==> config.mk <==
export PLATFORM = sky130hd
export DESIGN_NAME = point_serializer
export DESIGN_NICKNAME = d
export VERILOG_FILES = /design/src/rtl/ed25519_pkg.sv /design/src/rtl/canon_mod_q.sv /design/src/rtl/point_serializer.sv
export SDC_FILE = /design/constraint.sdc
export NUM_CORES = 1
export LEC_CHECK = 0
export BUFFER_PORTS_ARGS = -buffer_cell sky130_fd_sc_hd__buf_2
export CAP_MARGIN = 20
export CORE_UTILIZATION = 25
export DETAILED_ROUTE_END_ITERATION = 12
export PLACE_DENSITY = 0.51
export SYNTH_ARGS = -nofsm -noshare
export SYNTH_HDL_FRONTEND = slang
export SYNTH_HIERARCHICAL = 1
export SYNTH_SLANG_ARGS = --single-unit
export TNS_END_PERCENT = 5
==> constraint.sdc <==
create_clock -name i_clk -period 2.6 [get_ports i_clk]
set_input_delay 0.52 -clock i_clk [delete_from_list [all_inputs] [get_ports i_clk]]
set_output_delay 0.52 -clock i_clk [all_outputs]
set_load 0.02 [all_outputs]
==> src/rtl/ed25519_pkg.sv <==
// ed25519_pkg: field modulus, word/frame geometry and FSM states shared by the point output path.
// OUT_COMPRESS_EN selects the 4-beat compressed frame instead of the 8-beat x-then-y frame.
package ed25519_pkg;
    localparam logic [254:0] Q = {{247{1'b1}}, 8'hED};
    localparam int WORD_W = 64;
`ifdef OUT_COMPRESS_EN
    localparam int N_BEATS = 4;
`else
    localparam int N_BEATS = 8;
`endif
    localparam int IDX_W = $clog2(N_BEATS);
    localparam logic [2:0] LAST_BEAT = 3'(N_BEATS - 1);
    typedef enum logic {S_IDLE, S_SEND} state_t;
endpackage

==> src/rtl/canon_mod_q.sv <==
// canon_mod_q: single conditional subtract of q; inputs are below 2^255 < 2q, so one step suffices.
module canon_mod_q
    import ed25519_pkg::*;
(
    input  logic [254:0] a_i,
    output logic [254:0] c_o
);
    assign c_o = (a_i >= Q) ? a_i - Q : a_i;
endmodule

==> src/rtl/point_serializer.sv <==
// point_serializer: captures a canonicalised affine point and streams it as 64-bit LE words.
// OUT_COMPRESS_EN: emit the 4-beat {x parity, y} encoding instead of the 8-beat x-then-y frame.
module point_serializer
    import ed25519_pkg::*;
(
    input  logic              i_clk,
    input  logic              i_rst_n,
    input  logic              i_start,
    input  logic [254:0]      i_x,
    input  logic [254:0]      i_y,
    output logic              o_valid,
    input  logic              i_ready,
    output logic [WORD_W-1:0] o_data,
    output logic              o_last,
    output logic              o_busy,
    output logic              o_drop
);
    state_t state_q, state_d;
    logic [2:0] beat_q, beat_d;
    logic [N_BEATS-1:0][WORD_W-1:0] frame_q, frame_d;
    logic drop_q, drop_d;
    logic [254:0] xc, yc;
    logic xfer, last_beat, capture;

    canon_mod_q u_canon_x (.a_i(i_x), .c_o(xc));
    canon_mod_q u_canon_y (.a_i(i_y), .c_o(yc));

    assign o_valid   = state_q == S_SEND;
    assign o_busy    = o_valid;
    assign last_beat = beat_q == LAST_BEAT;
    assign xfer      = o_valid && i_ready;
    assign o_last    = o_valid && last_beat;
    assign o_data    = o_valid ? frame_q[beat_q[IDX_W-1:0]] : '0;
    assign o_drop    = drop_q;
    // A start coinciding with the final transfer chains the next frame without a bubble.
    assign capture   = i_start && (!o_valid || (xfer && last_beat));

    always_comb begin
        state_d = state_q;
        beat_d  = beat_q;
        frame_d = frame_q;
        drop_d  = drop_q || (i_start && !capture);
        if (capture) begin
            state_d = S_SEND;
            beat_d  = '0;
`ifdef OUT_COMPRESS_EN
            frame_d = {xc[0], yc};
`else
            frame_d = {1'b0, yc, 1'b0, xc};
`endif
        end else if (xfer) begin
            state_d = last_beat ? S_IDLE : S_SEND;
            beat_d  = last_beat ? 3'd0 : beat_q + 3'd1;
        end
    end

    always_ff @(posedge i_clk or negedge i_rst_n) begin
        if (!i_rst_n) begin
            state_q <= S_IDLE;
            beat_q  <= '0;
            frame_q <= '0;
            drop_q  <= 1'b0;
        end else begin
            state_q <= state_d;
            beat_q  <= beat_d;
            frame_q <= frame_d;
            drop_q  <= drop_d;
        end
    end
endmodule

; ---- After elaboration in Yosys (flattened, before gate mapping)
; Index checks and enable logic that the tools add are counted.
[op_classes]
reduce_logical = 10
order_cmp = 3
eq_ne = 1
addsub = 3
mux = 11
[ops]
columns = cell, n
row1 = "255-bit greater-or-equal comparator, second input constant", 2
row2 = 255-bit 2-to-1 mux, 2
row3 = "255-bit subtractor, second input constant", 2
row4 = 64-bit binary-select mux with 3-bit select, 1
row5 = 64-bit 2-to-1 mux, 2
row6 = 3-bit 2-to-1 mux, 3
row7 = 1-bit logical AND, 5
row8 = "3-bit by 4-bit < comparator with 1-bit output, second input constant", 1
row9 = "3-bit by 1-bit adder with 3-bit output, second input constant", 1
row10 = "3-bit equality test, second input constant", 1
row11 = 1-bit 2-to-1 mux, 3
row12 = 1-bit logical NOT, 2
row13 = 1-bit logical OR, 2
row14 = 2-bit nonzero test, 1
[word_totals]
wordCells = 39
output_inout_bits = 68
regBits = 515

; ---- Logic depth before layout (Yosys ltp)
[depth]
ltp_word = 7
mapped_depth = 10
mapped_depth_nobuf = 8

; ---- Hierarchy
; The synthesis kept the hierarchy.
[modules_own_cells]
columns = mod, seq_area_each_um2, instances, cells_each, area_per_inst_um2
row1 = point_serializer, 12887.4, 1, 1466, 23631.4
row2 = canon_mod_q at u_canon_y, 0.0, 1, 390, 2518.7
row3 = canon_mod_q at u_canon_x, 0.0, 1, 385, 2503.7

; ---- Worst setup path after synthesis
; Ideal clock, no wire load.
[synth_path]
path_type = input to register
startpoint = input port i_x[225]
endpoint = register frame_q[222] in the netlist's numbering
arrival_time_ns = 2.319
n_path_buf = 2
cell_stages = 8
slack_ns = 0.154
setup_ns = 0.127
required_time_ns = 2.473
path_cell_list = nand4_1 or4_1 nor2_2 o2111ai_4 buf_6 buf_6 and2_1 mux2_1
[synth_via]
elab_chain_len = 2
[synth_lines]
columns = item, line_no
row1 = start: declaration, point_serializer.sv:9  ; input logic [254:0] i_x,
row2 = 255-bit greater-or-equal comparator, canon_mod_q.sv:8  ; assign c_o = (a_i >= Q) ? a_i - Q : a_i;
row3 = 255-bit 2-to-1 mux, canon_mod_q.sv:8
row4 = net xc[222], point_serializer.sv:22  ; logic [254:0] xc, yc;
row5 = end signal: assignment, point_serializer.sv:66  ; frame_q <= frame_d;
row6 = end: declaration, point_serializer.sv:20  ; logic [N_BEATS-1:0][WORD_W-1:0] frame_q, frame_d;
; The timed path passes the listed nets, and every way through them passes these cells.
; A chain may end at the register's enable or synchronous reset.

; ---- Final worst setup path
[layout_path]
startpoint = register beat_q[1]
endpoint = output port o_data[8]
[layout_via]
elab_chain_len = 3
[layout_lines]
columns = item, line_no
row1 = start: declaration, point_serializer.sv:19  ; logic [2:0] beat_q, beat_d;
row2 = start signal: assignment, point_serializer.sv:65  ; beat_q <= beat_d;
row3 = 64-bit binary-select mux with 3-bit select, point_serializer.sv:33  ; assign o_data = o_valid ? frame_q[beat_q[IDX_W-1:0]] : '0;
row4 = 64-bit 2-to-1 mux (not written as such), point_serializer.sv:33
row5 = 64-bit 2-to-1 mux, point_serializer.sv:33
row6 = end: declaration, point_serializer.sv:13  ; output logic [WORD_W-1:0] o_data,
; No other way between the ends. The select of a mux whose other input is x is not followed.

==> flow_summary.json <==
{
  "status": "complete, but fails checks",
  "violations": "negative setup slack",
  "finalWeightedCongestion": 0.872,
  "clkSlewWorstSetupHoldPaths_ns": 0.06,
  "yosys_warnings": 6,
  "mappedNetlistNets": 2761,
  "dpl_worst_slack_ns": -1.00,
  "final_common_cell": "buf_2",
  "asyncSetResetFlopFracSynth": 1.00,
  "max-vdd-ir-drop_mv": 0.646,
  "floorplan.die_area_um2": 116000,
  "first_global_vias": 24100,
  "insertion_delay_ns": 0.63,
  "final.setup.worst_slack_ns": -0.491,
  "post_synth_instance_area_um2": 28700,
  "ys.flop_type": "dfrtp_1",
  "htreeDepth": 3,
  "viasPerCell": 4.72,
  "postSynthCellCount": 2241,
  "synth_xor_xnor_area_share": 0.00245,
  "route.vias.total": 22900,
  "routed_wire_length_per_instance_um": 28.7,
  "first_pass_iters": 5,
  "wirelength_mm": 139,
  "worst_slew_margin_rel": 0.607,
  "tightestPinTransition_ns": 0.573,
  "layout-area-overhead-vs-synth_pct": 40.1,
  "dp_hpwl_mm": 111,
  "clockRootBuffer": "clkbuf_16",
  "yosys-mux-area-fraction": 0.307,
  "clk_path_buf_depth": 3,
  "rsz_0062_raised_after_global_routing": "yes",
  "critPathKind": "reg -> out",
  "port_buffers": 581,
  "total_power_uw": 43500,
  "max_freq_mhz": 324,
  "cp_required_ns": 2.08,
  "timing.critical_path.to_type": "output port",
  "final_layout_size_suffix_gt1_frac": 0.592,
  "final.period_utilization": 1.19,
  "floorplan.io_pins": 582,
  "gr-total-overflow": 0,
  "syn-mean-instance-area_um2": 12.8,
  "fillCellCount": 11400,
  "synthDominantAreaCellType": "dfrtp_1",
  "yosys_cell_types": 46,
  "synth-edff-count": 0,
  "worstHoldPathType": "in -> reg",
  "power_leakage_uw": 0.0183,
  "startpoint_type": "register",
  "initial_core_util": 0.253,
  "grt_max_degree": 69,
  "pins_over_their_slew_limit": 0,
  "worst_ep_arrival_time_ns": 2.57,
  "cts_tree": "built",
  "fin_worst_skew_ns": 0.0241,
  "drcViolationCount": 0,
  "combined_global_route_utilization_of_all_metal_layers": 0.237,
  "design.final.nets": 3813,
  "detail_route.iter0.violations": 1435,
  "yosys.area.top_type_share": 0.450,
  "fin_setup_tns_ns": -25.14,
  "report.final.hold_viol_count": 0,
  "synth_top_family_by_area": "multiplexers",
  "synth-compound-area-share": 0.0223,
  "synth.top_cells.by_area": "dfrtp_1 (45%), mux2_2 (18%), and2_1 (10%)",
  "yosys.area_share.simple": 0.172,
  "setup_viol": 72,
  "cp_max_fo": 7,
  "yosysSeqAreaShare": 0.450,
  "fraction_of_the_mapped_netlist_area_in_adder_cells": 0.00262,
  "top_library_cells_by_usage_in_the_layout_fill_and_taps_aside": "buf_2 (544), dfrtp_1 (511), buf_4 (502), and2_1 (480), mux2_2 (462)",
  "power.density_cell_area_nw_per_um2": 1080,
  "cts_made_buffers": 69,
  "chipHeight_um": 341,
  "grt_antenna_before_repair": 52,
  "standard_cell_row_count": 123,
  "flop_and_latch_count_out_of_synthesis": 515,
  "route.antenna.remaining_nets": 0,
  "cts_sinks": 515,
  "floorplan.die.width_um": 341,
  "floorplan.core_area_um2": 113000,
  "period_needed_ns": 3.09,
  "cap_violations": 0,
  "wire_length_of_the_first_global_routing_pass_mm": 190
}
[worst max-delay path, cell delays in order, from the launching register on]
cell and delay, ns:
dfrtp_4 0.55, buf_12 0.19, buf_16 0.15, buf_12 0.13, mux4_2 0.57, nand2_1 0.09
a21boi_1 0.07, buf_4 0.17
[metal layers]
metal | track usage | wire [µm] | part of all wire
met1 | 0.299 | 57900 | 0.42
met2 | 0.384 | 65100 | 0.47
met3 | 0.0664 | 10400 | 0.075
met4 | 0.0896 | 5700 | 0.041
met5 | 0 | 229 | 0.0016
[final timing paths]
kind / startpoint / end / slack [ns] / depth (start not counted)
min in group asynchronous: i_rst_n / frame_q[447] / 0.48 / 2
worst min-delay path: i_start / o_busy / 0.21 / 2
worst min register to register: o_drop / o_drop / 0.46 / 1
max in group asynchronous: i_rst_n / frame_q[427] / 1.26 / 4
worst max register to register: beat_q[1] / frame_q[276] / 0.10 / 7
worst max-delay path: beat_q[1] / o_data[8] / -0.49 / 7
[synthesized netlist by cell type, drive strengths merged (3+ instances only)]
library cell  number
nand4b             3
mux2             511
nor4              27
nand2            134
ha                 6
and2             502
clkbuf            44
nor3               6
nand3              4
buf              114
mux2i              4
o2111ai            4
dfrtp            515
inv                5
mux4             127
xnor2              8
nor2              16
a21boi            64
nand4            131
[sequential cells by signal, summed over array words and instances, names as in the netlist]
signal	cells
frame_q	510
beat_q	3
o_busy	1
o_drop	1
[per-stage QoR]
stage / cell area [µm²] / utilization / cells / hold slack (ns)
CTS: 39900 / 0.353 / 4839 / 0.155
finish: 40100 / 0.355 / 4857 / 0.212
floorplan: 28700 / - / 2241 / 0.224
global route: 40100 / 0.355 / 4849 / 0.185
detailed placement: 36900 / 0.327 / 4697 / 0.445
global placement: 36900 / 0.327 / 4697 / 0.442
[what timing repair did]
action | in CTS | in global routing
setup buffers | 16 | 7
endpoints found under the hold margin | 33 | 0
hold buffers | 1 | 0
pin swaps | 36 | 12
gates resized for setup | 158 | 43
cloned | 3 | 0
setup endpoints to repair | 316 | 74
[layout make-up]
type	instances	area (µm²)	share of cell area
timing repair buffer	1139	8170	0.204
multi-input combinational	1563	14800	0.369
sequential	515	12900	0.321
clock inverter	26	314	0.00783
inverter	5	18.8	0.000468
tap	1500	1880	0.0468
clock buffer	98	2020	0.0503
antenna	11	27.5	0.000686
[kinds of logic after synthesis]
group / count (synthesis)
DFF: 515
buffers and inverters: 163
adders and majority gates: 6
xor gates and xnor gates: 8
and+or+nand+nor: 831
AOI/OAI and AO/OA: 76
muxes: 642
[power breakdown]
group | switching [µW] | leakage (µW) | internal, µW | total, µW
Combinational | 9030 | 0.0109 | 10100 | 19100
Clock | 3910 | 0.00115 | 6020 | 9930
Sequential | 2470 | 0.00627 | 12000 | 14400
Note: power is estimated with default switching activity, not from simulation.
